$ cat src/rtl/uart_pkg.sv
// rtl/uart_pkg.sv - shared register addresses, FSM encoding and status bit positions for the UART transmitter
package uart_pkg;

    localparam logic [31:0] UART_TXD = 32'h4000_0018;
    localparam logic [31:0] UART_CON = 32'h4000_001C;

    typedef enum logic [1:0] {
        ST_IDLE  = 2'd0,
        ST_START = 2'd1,
        ST_DATA  = 2'd2,
        ST_STOP  = 2'd3
    } tx_state_t;

    localparam int STAT_EMPTY = 0;
    localparam int STAT_FULL  = 1;
    localparam int STAT_BUSY  = 2;
    localparam int STAT_OVF   = 3;

endpackage

$ cat src/rtl/uart_tx_periph_if.sv
// rtl/uart_tx_periph_if.sv - MEM-stage load/store bus between the CPU and the UART register block
interface uart_tx_periph_if;

    logic        MemRd;
    logic        MemWr;
    logic [31:0] Addr;
    logic [31:0] WrData;
    logic [31:0] RdData;
    logic        Hit;

    modport master (
        output MemRd, MemWr, Addr, WrData,
        input  RdData, Hit
    );

    modport slave (
        input  MemRd, MemWr, Addr, WrData,
        output RdData, Hit
    );

endinterface

$ cat src/rtl/tx_fifo.sv
// rtl/tx_fifo.sv - synchronous byte FIFO; a push into a full FIFO is taken when a pop lands on the same edge
module tx_fifo #(
    parameter int WIDTH = 8,
    parameter int DEPTH = 4
) (
    input  logic                     clk,
    input  logic                     rst,
    input  logic                     push,
    input  logic [WIDTH-1:0]         din,
    input  logic                     pop,
    output logic [WIDTH-1:0]         dout,
    output logic                     full,
    output logic                     empty,
    output logic [$clog2(DEPTH):0]   count
);

    localparam int AW = $clog2(DEPTH);
    localparam logic [AW:0] FULL_CNT = DEPTH[AW:0];

    logic [WIDTH-1:0] mem [DEPTH];
    logic [AW-1:0]    wr_ptr;
    logic [AW-1:0]    rd_ptr;
    logic             do_push;
    logic             do_pop;

    assign full    = (count == FULL_CNT);
    assign empty   = (count == '0);
    assign do_pop  = pop && !empty;
    assign do_push = push && (!full || do_pop);
    assign dout    = mem[rd_ptr];

    always_ff @(posedge clk) begin
        if (do_push) begin
            mem[wr_ptr] <= din;
        end
    end

    // Pointers are exactly AW bits, so the power-of-two depth gives free modulo wrap.
    always_ff @(posedge clk or posedge rst) begin
        if (rst) begin
            wr_ptr <= '0;
            rd_ptr <= '0;
            count  <= '0;
        end else begin
            if (do_push) begin
                wr_ptr <= wr_ptr + 1'b1;
            end
            if (do_pop) begin
                rd_ptr <= rd_ptr + 1'b1;
            end
            if (do_push && !do_pop) begin
                count <= count + 1'b1;
            end else if (do_pop && !do_push) begin
                count <= count - 1'b1;
            end
        end
    end

endmodule

$ cat src/rtl/uart_tx_periph.sv
// rtl/uart_tx_periph.sv - memory-mapped 8N1 UART transmitter with a TX byte FIFO and sticky overflow flag
module uart_tx_periph
    import uart_pkg::*;
#(
    parameter int CLK_FREQ   = 100000000,
    parameter int BAUD       = 9600,
    parameter int FIFO_DEPTH = 4
) (
    input  logic               clk,
    input  logic               rst,
    uart_tx_periph_if.slave    bus,
    output logic               Tx
);

    localparam int DIV = CLK_FREQ / BAUD;
    localparam int CW  = (DIV > 1) ? $clog2(DIV) : 1;
    localparam logic [CW-1:0] CNT_LAST = CW'(DIV - 1);
    localparam int FCW = $clog2(FIFO_DEPTH) + 1;

    tx_state_t      state;
    tx_state_t      state_n;
    logic [7:0]     shift;
    logic [7:0]     shift_n;
    logic [CW-1:0]  baud_cnt;
    logic [CW-1:0]  cnt_n;
    logic [2:0]     bit_idx;
    logic [2:0]     idx_n;
    logic           tx_n;
    logic           ovf;
    logic           bit_end;

    logic           sel_txd;
    logic           sel_con;
    logic           push;
    logic           pop;
    logic           clr_ovf;
    logic [7:0]     fifo_dout;
    logic           fifo_full;
    logic           fifo_empty;
    logic [FCW-1:0] fifo_count;
    logic [31:0]    status;
    logic           unused_ok;

    assign sel_txd   = (bus.Addr == UART_TXD);
    assign sel_con   = (bus.Addr == UART_CON);
    assign push      = bus.MemWr && sel_txd;
    assign clr_ovf   = bus.MemWr && sel_con;
    assign bit_end   = (baud_cnt == CNT_LAST);
    assign unused_ok = ^{bus.WrData[31:8], fifo_count};

    tx_fifo #(
        .WIDTH (8),
        .DEPTH (FIFO_DEPTH)
    ) u_fifo (
        .clk   (clk),
        .rst   (rst),
        .push  (push),
        .din   (bus.WrData[7:0]),
        .pop   (pop),
        .dout  (fifo_dout),
        .full  (fifo_full),
        .empty (fifo_empty),
        .count (fifo_count)
    );

    always_comb begin
        state_n = state;
        shift_n = shift;
        cnt_n   = baud_cnt;
        idx_n   = bit_idx;
        pop     = 1'b0;
        case (state)
            ST_IDLE: begin
                if (!fifo_empty) begin
                    pop     = 1'b1;
                    shift_n = fifo_dout;
                    cnt_n   = '0;
                    idx_n   = '0;
                    state_n = ST_START;
                end
            end
            ST_START: begin
                if (bit_end) begin
                    cnt_n   = '0;
                    state_n = ST_DATA;
                end else begin
                    cnt_n = baud_cnt + 1'b1;
                end
            end
            ST_DATA: begin
                if (bit_end) begin
                    cnt_n = '0;
                    if (bit_idx == 3'd7) begin
                        state_n = ST_STOP;
                    end else begin
                        shift_n = {1'b0, shift[7:1]};
                        idx_n   = bit_idx + 3'd1;
                    end
                end else begin
                    cnt_n = baud_cnt + 1'b1;
                end
            end
            ST_STOP: begin
                if (bit_end) begin
                    cnt_n   = '0;
                    state_n = ST_IDLE;
                end else begin
                    cnt_n = baud_cnt + 1'b1;
                end
            end
            default: state_n = ST_IDLE;
        endcase

        // Line level is decoded from the next state so the Tx flop changes on the same edge as the FSM.
        case (state_n)
            ST_START: tx_n = 1'b0;
            ST_DATA:  tx_n = shift_n[0];
            default:  tx_n = 1'b1;
        endcase
    end

    always_ff @(posedge clk or posedge rst) begin
        if (rst) begin
            state    <= ST_IDLE;
            shift    <= '0;
            baud_cnt <= '0;
            bit_idx  <= '0;
            Tx       <= 1'b1;
        end else begin
            state    <= state_n;
            shift    <= shift_n;
            baud_cnt <= cnt_n;
            bit_idx  <= idx_n;
            Tx       <= tx_n;
        end
    end

    always_ff @(posedge clk or posedge rst) begin
        if (rst) begin
            ovf <= 1'b0;
        end else if (clr_ovf) begin
            ovf <= 1'b0;
        end else if (push && fifo_full && !pop) begin
            ovf <= 1'b1;
        end
    end

    always_comb begin
        status             = '0;
        status[STAT_EMPTY] = fifo_empty;
        status[STAT_FULL]  = fifo_full;
        status[STAT_BUSY]  = (state != ST_IDLE);
        status[STAT_OVF]   = ovf;
    end

    assign bus.RdData = (bus.MemRd && sel_con) ? status : 32'h0;
    assign bus.Hit    = sel_txd || sel_con;

endmodule
$ cat src/flat_wrapper.sv
// flat-port wrapper written by rule: the top's interface ports become plain ports
module uart_tx_periph_flat import uart_pkg::*;
#(
    parameter int CLK_FREQ   = 100000000,
    parameter int BAUD       = 9600,
    parameter int FIFO_DEPTH = 4
)
  (clk, rst, Tx, bus_MemRd, bus_MemWr, bus_Addr, bus_WrData, bus_RdData, bus_Hit);
  uart_tx_periph_if bus_i ();
  input  logic clk;
  input  logic rst;
  output logic Tx;
  input wire logic [$bits(bus_i.MemRd)-1:0] bus_MemRd;
  input wire logic [$bits(bus_i.MemWr)-1:0] bus_MemWr;
  input wire logic [$bits(bus_i.Addr)-1:0] bus_Addr;
  input wire logic [$bits(bus_i.WrData)-1:0] bus_WrData;
  output wire logic [$bits(bus_i.RdData)-1:0] bus_RdData;
  output wire logic [$bits(bus_i.Hit)-1:0] bus_Hit;
  assign bus_i.MemRd = bus_MemRd;
  assign bus_i.MemWr = bus_MemWr;
  assign bus_i.Addr = bus_Addr;
  assign bus_i.WrData = bus_WrData;
  assign bus_RdData = bus_i.RdData;
  assign bus_Hit = bus_i.Hit;
  uart_tx_periph #(.CLK_FREQ(CLK_FREQ), .BAUD(BAUD), .FIFO_DEPTH(FIFO_DEPTH)) u_core (.clk(clk), .rst(rst), .bus(bus_i), .Tx(Tx));
endmodule
$ cat config.mk
export PLATFORM = sky130hd
export DESIGN_NAME = uart_tx_periph_flat
export DESIGN_NICKNAME = d
export VERILOG_FILES = /design/src/rtl/uart_pkg.sv /design/src/rtl/uart_tx_periph_if.sv /design/src/rtl/tx_fifo.sv /design/src/rtl/uart_tx_periph.sv /design/src/flat_wrapper.sv
export SDC_FILE = /design/constraint.sdc
export NUM_CORES = 1
export LEC_CHECK = 0
export ABC_CLOCK_PERIOD_IN_PS = 4420
export BUFFER_PORTS_ARGS = -buffer_cell sky130_fd_sc_hd__buf_2
export CORE_AREA = 2 2 108 99
export CTS_CLUSTER_SIZE = 16
export DETAILED_ROUTE_END_ITERATION = 12
export DIE_AREA = 0 0 110 101
export HOLD_SLACK_MARGIN = 0.02
export SLEW_MARGIN = 30
export SYNTH_ARGS = -nofsm -noshare
export SYNTH_HDL_FRONTEND = slang
export SYNTH_SLANG_ARGS = --single-unit
export TNS_END_PERCENT = 20
$ cat constraint.sdc
create_clock -name clk -period 4.42 [get_ports clk]
set_input_delay 0.663 -clock clk [delete_from_list [all_inputs] [get_ports clk]]
set_output_delay 0.663 -clock clk [all_outputs]
set_load 0.02 [all_outputs]
==> results.md, run 1 <==
* Status: finished clean
* Max frequency at 317 MHz
* WL/cell at 13.2 um
* Critical path type: in2out
* Seq/Total Area, Yosys at 54.6%
* CP Cell Sequence: buf_2 -> nor4b_1 -> nand4_1 -> nor2_1 -> nand3_1 -> nor4b_1 -> buf_2
* Final number of setup-violating endpoints at 0
* EDFF count, synth at 32
* Yosys cell types at 46
* Final non-filler cell area at 3890 um2
* Synth top area share at 28.1%
* Top cells by area, synth: edfxtp_1 28%, dfrtp_1 26%, buf_4 6.4%
* Ys async rst share at 52.9%
* Total power at 1.24 mW
* Yosys warning count at 0
* Crit path capture type: output port
* WP depth at 7
* I/O Buffers at 49
* Die span in x at 110 um
* Unrepaired setup endpoints after global routing: no
* Routability congestion estimate at 0.745
* Drt drc at 0
* Worst-margin pin slew at 0.981 ns
* Post-synthesis register bit count at 68
* Net Sw Frac at 23.7%
* FF-to-FF End: u_core.u_fifo.count[2]
* MaxCap Viol Count at 0
* Flop pwr share at 53.4%
* Gr ovfl total at 0
* Largest area contributor in the netlist: edfxtp_1
* Initial antenna violation count at 0
* Clk sinks at 68
* Slew headroom at 34.4%
* DP Wirelength at 4.38 mm
* Tcrit/Tclk final at 71.4%
* Final WL at 6.23 mm
* Worst setup path startpoint: bus_Addr[5]
* Htree depth at 3
* Slew Viols, Final at 0
* Design internal power at 946 uW
* TritonRoute pass-1 iters at 4
* Worst r2r src: u_core.state[0]
* Min Clock Period, post-route at 3.15 ns
* Worst R2R Path Depth at 10
* Initial core utilization at 34.0%
* Antenna viol nets, final at 0
* Layout Skew at 0.0112 ns
* Setup Buffers After CTS at 0
* CP Buf/Inv Count at 2
* Num CTS Buffers at 9
* Setup tns final at 0 ns
* Vias in the first global route at 2091
* Fin. Hold Viols at 0
* Die H at 101 um
* Total core area at 10000 um2
* Worst vdd ir at 0.310 mV
* Post-CTS Resized at 0
* Net Sw Power at 293 uW
* Root buffer cell: clkbuf_8
* Top_reg_cell synth: dfrtp_1
* Area grow syn2layout at 14.0%
* Total number of vias at 2302
* Required @ worst endpoint at 3.76 ns
* Pwr Density at 318 nW/um2
* Synth cell count leaders: 35 x dfrtp_1, 32 x edfxtp_1, 29 x buf_4
* DRT iter0 DRCs at 121
* Post-Syn Area at 3410 um2
* Rows at 35
* Clk buf depth at 2
* Slowest-stage cell, CP: nor4b_1
* Reg-to-reg slack, setup at 1.68 ns
* CP Data Arrival Time at 2.49 ns
* Largest net degree at the start of global routing at 37
* Syn Area/Cell at 11.9 um2
* DIE AREA at 11100 um2
* Global-route wire length before repair at 10.2 mm
* Clk pin slew, worst setup/hold paths at 0.08 ns
* Max incr delay on CP at 0.48 ns
* Crit start category: input port
* Antenna Cells at 0
* Critical path's top delay family: simple AND/OR/NAND/NOR gates
* Worst-skew pair later-pin latency at 0.34 ns
* Cell count after synthesis at 286
* Logic pwr share at 4.3%
* Finished Core Util at 38.8%
* # IOs at 102
* Hold slack at 0.420 ns
* Hold buffer count at CTS at 0
* # nets final at 415
* Most common cell in the netlist: dfrtp_1
* Hold crit path type: in2async
* Placed cell area at 3690 um2
* Clock share of power at 42.3%
* Layout cell share with drive strength beyond 1 at 25.4%
* Gr usage total at 12.2%
* Leakage at 1.61 nW
* Via density at 4.88
* CTS tree: built
* CP Max Fanout at 5
[power groups by stage]
stage / sequential [mW] / combinational [mW] / clock [mW]
floorplan: 0.676 / 0.0468 / 0
global placement: 0.676 / 0.0518 / 0
detailed placement: 0.676 / 0.0533 / 0
CTS: 0.662 / 0.0533 / 0.543
global route: 0.662 / 0.0599 / 0.573
finish: 0.662 / 0.0529 / 0.524
[layer usage]
layer	up-vias	routed length [um]	part of all wire, %	global-route usage (%)
li1	1106	-	-	-
met1	1083	2890	46	16.4
met2	101	2840	46	18.7
met3	12	354	5.7	2.71
met4	0	151	2.4	5.94
met5	-	0	0	0
[stage by stage]
stage / setup WS [ns] / instances
floorplan: 1.24 / 313
global placement: 1.32 / 456
detailed placement: 1.29 / 456
CTS: 1.33 / 472
global route: 1.15 / 472
finish: 1.27 / 472
[area by class of cell]
type | instances | area [um2]
fill | 949 | 6140
clock inverter | 7 | 81.3
sequential | 68 | 1860
tap | 129 | 161
inverter | 8 | 30.0
clock buffer | 9 | 124
multi-input combinational | 200 | 1370
timing repair buffer | 51 | 260
[how the worst max path moves through the flow]
stage                                   endpoint
after global placement    u_core.u_fifo.count[2]
after global routing               bus_RdData[1]
final                              bus_RdData[1]
after detailed placement  u_core.u_fifo.count[2]
after CTS                          bus_RdData[1]
after floorplan                    bus_RdData[1]
[kinds of logic (layout without fill, tap and decap cells)]
kind of cell	after synthesis	after routing	synth area share, %
AO/OA/AOI/OAI	42	42	8.43
flip-flops	68	68	54.6
adder cells (fa/ha/maj)	9	9	3.52
buffers and inverters	45	75	8.24
AND/OR/NAND/NOR	97	97	15.4
XOR/XNOR	10	10	2.56
other	1	28	0.110
multiplexers	14	14	7.22
[worst register-to-register path, cell delays in order, from the launching register on]
cell and delay (ns):
dfrtp_1 0.47, nor2_1 0.19, nor4b_1 0.10, nor2_1 0.14, nor4b_1 0.64, ha_1 0.30
inv_1 0.06, fa_1 0.37, xor2_1 0.15, nor2_1 0.11, xor2_1 0.16
[sequential cells by signal (all words and copies together), names as in the netlist]
register and flops:
u_core.Tx 1, u_core.baud_cnt 14, u_core.bit_idx 3, u_core.ovf 1
u_core.shift 8, u_core.state 2, u_core.u_fifo.count 3, u_core.u_fifo.mem 32
u_core.u_fifo.rd_ptr 2, u_core.u_fifo.wr_ptr 2
[layout by cell type, fill, tap and decap left out, types with 5 or more instances in the layout]
| cell type | instances |
|---|---|
| buf_2 | 49 |
| xnor2_1 | 5 |
| nor4_1 | 6 |
| a22oi_1 | 6 |
| xor2_1 | 5 |
| clkbuf_8 | 9 |
| mux2_2 | 5 |
| inv_1 | 8 |
| a22o_1 | 6 |
| nor2_1 | 22 |
| nor4b_1 | 6 |
| edfxtp_1 | 32 |
| dfrtp_1 | 35 |
| nand3_1 | 7 |
| mux4_2 | 8 |
| o21ai_0 | 12 |
| ha_1 | 8 |
| and2_1 | 5 |
| conb_1 | 28 |
| nand4_1 | 8 |
| nand2_1 | 25 |
| nor3_1 | 5 |
(Power assumes the default switching activity.)
==> inputs of run 2 (changes only) <==
--- a/config.mk
+++ b/config.mk
@@ -5,7 +5,7 @@
 export SDC_FILE = /design/constraint.sdc
 export NUM_CORES = 1
 export LEC_CHECK = 0
-export ABC_CLOCK_PERIOD_IN_PS = 4420
+export ABC_CLOCK_PERIOD_IN_PS = 3300
 export BUFFER_PORTS_ARGS = -buffer_cell sky130_fd_sc_hd__buf_2
 export CORE_AREA = 2 2 108 99
 export CTS_CLUSTER_SIZE = 16
==> constraint.sdc (replaced) <==
create_clock -name clk -period 3.3 [get_ports clk]
set_input_delay 0.495 -clock clk [delete_from_list [all_inputs] [get_ports clk]]
set_output_delay 0.495 -clock clk [all_outputs]
set_load 0.02 [all_outputs]
==> results.md, run 2 (synthesis results as in run 1) <==
* Status: finished clean (unchanged)
* Min Clock Period, post-route at 2.78 ns
* CP Data Arrival Time at 2.29 ns (was 2.49 ns)
* Net Sw Frac at 23.7% (about the same)
* FF-to-FF End: u_core.baud_cnt[5] (was u_core.u_fifo.count[2])
* Routability congestion estimate at 0.771 (was 0.745)
* Net Sw Power at 394 uW (was 293 uW)
* Hold crit path type: in2async (unchanged)
* Root buffer cell: clkbuf_8 (unchanged)
* Register area at 1860 um2 (unchanged)
* Design internal power at 1.27 mW (was 946 uW)
* Max incr delay on CP at 0.45 ns (was 0.48 ns)
* Required @ worst endpoint at 2.80 ns (was 3.76 ns)
* Worst r2r src: u_core.baud_cnt[10] (was u_core.state[0])
* Max frequency at 359 MHz
* Reg-to-reg slack, setup at 0.78 ns (was 1.68 ns)
* Clk buf depth at 2 (unchanged)
* Htree depth at 3 (unchanged)
* Gr ovfl total at 0 (unchanged)
* # IOs at 102 (unchanged)
* Fin. Hold Viols at 0 (unchanged)
* Most common cell after layout, fill and taps aside: buf_2 (unchanged)
* Critical path type: in2out (unchanged)
* Crit start category: input port (unchanged)
* Unrepaired setup endpoints after global routing: no (unchanged)
* Layout Skew at 0.0138 ns (was 0.0112 ns)
* Leakage at 1.63 nW (was 1.61 nW)
* Worst-skew pair later-pin latency at 0.35 ns (was 0.34 ns)
* Max FFs per register at 32 (unchanged)
* CP Cell Sequence: buf_2 -> nor4b_1 -> nand4_1 -> nor2_1 -> nand3_1 -> nor4b_1 -> buf_2 (unchanged)
* Initial antenna violation count at 0 (unchanged)
* Layout cell share with drive strength beyond 1 at 26.0% (was 25.4%)
* Largest regs: u_core.u_fifo.mem (32), u_core.baud_cnt (14), u_core.shift (8) (unchanged)
* DP Wirelength at 4.43 mm (was 4.38 mm)
* Total number of vias at 2294 (was 2302)
* Tcrit/Tclk final at 84.3%
* Slew headroom at 41.8% (was 34.4%)
* Worst vdd ir at 0.284 mV (was 0.310 mV)
* DRT iter0 DRCs at 138 (was 121)
* Global-route wire length before repair at 9.99 mm (was 10.2 mm)
* Antenna Cells at 0 (unchanged)
* MaxCap Viol Count at 0 (unchanged)
* # nets final at 418 (was 415)
* Logic pwr share at 4.3% (about the same)
* Die span in x at 110 um (unchanged)
* Finished Core Util at 39.0% (was 38.8%)
* Fillcell total at 958 (was 949)
* Clk sinks at 68 (unchanged)
* DP Worst Slack at 0.550 ns (was 1.29 ns)
* Most frequent cells in the layout: 49 x buf_2, 35 x dfrtp_1, 32 x edfxtp_1 (unchanged)
* Antenna viol nets, final at 0 (unchanged)
* Crit path capture type: output port (unchanged)
* Final number of setup-violating endpoints at 0 (unchanged)
* Num CTS Buffers at 9 (unchanged)
* Drt drc at 0 (unchanged)
* CTS tree: built (unchanged)
* Area grow syn2layout at 14.6% (was 14.0%)
* Pwr Density at 425 nW/um2 (was 318 nW/um2)
* Hold buffer count at CTS at 0 (unchanged)
* DIE AREA at 11100 um2 (unchanged)
* TritonRoute pass-1 iters at 4 (unchanged)
* WL/cell at 13.2 um (about the same)
* Rows at 35 (unchanged)
* Setup Buffers After CTS at 0 (unchanged)
* Slowest-stage cell, CP: nor4b_1 (unchanged)
* Die H at 101 um (unchanged)
* Vias in the first global route at 2073 (was 2091)
* Total core area at 10000 um2 (unchanged)
* Worst R2R Path Depth at 5 (was 10)
* Worst-margin pin slew at 0.869 ns (was 0.981 ns)
* Gr usage total at 11.9% (was 12.2%)
* Via density at 4.83 (was 4.88)
* Worst setup margin at 0.518 ns (was 1.27 ns)
* Initial core utilization at 34.0% (unchanged)
* CP Max Fanout at 5 (unchanged)
* Flop pwr share at 53.4% (about the same)
* I/O Buffers at 49 (unchanged)
* Largest net degree at the start of global routing at 37 (unchanged)
* Area of the multi-input gates at 1370 um2 (unchanged)
* Final WL at 6.27 mm (was 6.23 mm)
* Slew Viols, Final at 0 (unchanged)
* Clk pin slew, worst setup/hold paths at 0.09 ns (was 0.08 ns)
* Post-CTS Resized at 0 (unchanged)
* Setup tns final at 0 ns (unchanged)
* Largest reg by FF count: u_core.u_fifo.mem (unchanged)
* Clock share of power at 42.3% (about the same)
run 2: worst max-delay path by stage:
| stage | depth (start not counted) | endpoint | start | slack, ns |
|---|---|---|---|---|
| floorplan | 5 | bus_RdData[1] | bus_Addr[5] | 0.46 |
| global placement | 7 | bus_RdData[1] | bus_Addr[8] | 0.58 |
| detailed placement | 7 | bus_RdData[1] | bus_Addr[8] | 0.55 |
| CTS | 7 | bus_RdData[1] | bus_Addr[8] | 0.53 |
| global route | 7 | bus_RdData[1] | bus_Addr[8] | 0.40 |
| finish | 7 | bus_RdData[1] | bus_Addr[8] | 0.52 |
run 2: metal layers:
| layer | wire length (um) | part of all wire (%) | GRT usage, % | vias to the layer above |
|---|---|---|---|---|
| li1 | - | - | - | 1102 |
| met1 | 2970 | 47 | 16.1 | 1081 |
| met2 | 2860 | 46 | 18.3 | 98 |
| met3 | 310 | 4.9 | 2.20 | 13 |
| met4 | 125 | 2.0 | 5.94 | 0 |
| met5 | 0 | 0 | 0 | - |
run 2: layout make-up:
class	instances	area share, %
Inverter	8	0.768
Tap cell	129	4.13
Timing Repair Buffer	54	7.23
Sequential cell	68	47.6
Clock buffer	9	3.17
Clock inverter	7	2.05
Multi-Input combinational cell	200	35.0
run 2: power groups by stage:
stage | clock network [mW] | logic, mW | registers [mW]
2_1_floorplan | 0 | 0.0627 | 0.905
3_3_place_gp | 0 | 0.0694 | 0.905
3_5_place_dp | 0 | 0.0713 | 0.905
4_1_cts | 0.723 | 0.0714 | 0.887
5_1_grt | 0.760 | 0.0804 | 0.887
6_report | 0.703 | 0.0706 | 0.887
run 2: critical path: cells and delay by family:
kind | cells | cell delay (ns)
buf+inv | 2 | 0.35
simple gates | 5 | 1.44
run 2: through the flow:
| step | hold WS, ns | cell area (um2) | power [mW] | cells |
|---|---|---|---|---|
| 2_1_floorplan | 0.439 | 3520 | 0.968 | 313 |
| 3_3_place_gp | 0.452 | 3710 | 0.974 | 459 |
| 3_5_place_dp | 0.456 | 3710 | 0.976 | 459 |
| 4_1_cts | 0.259 | 3910 | 1.68 | 475 |
| 5_1_grt | 0.286 | 3910 | 1.73 | 475 |
| 6_report | 0.245 | 3910 | 1.66 | 475 |
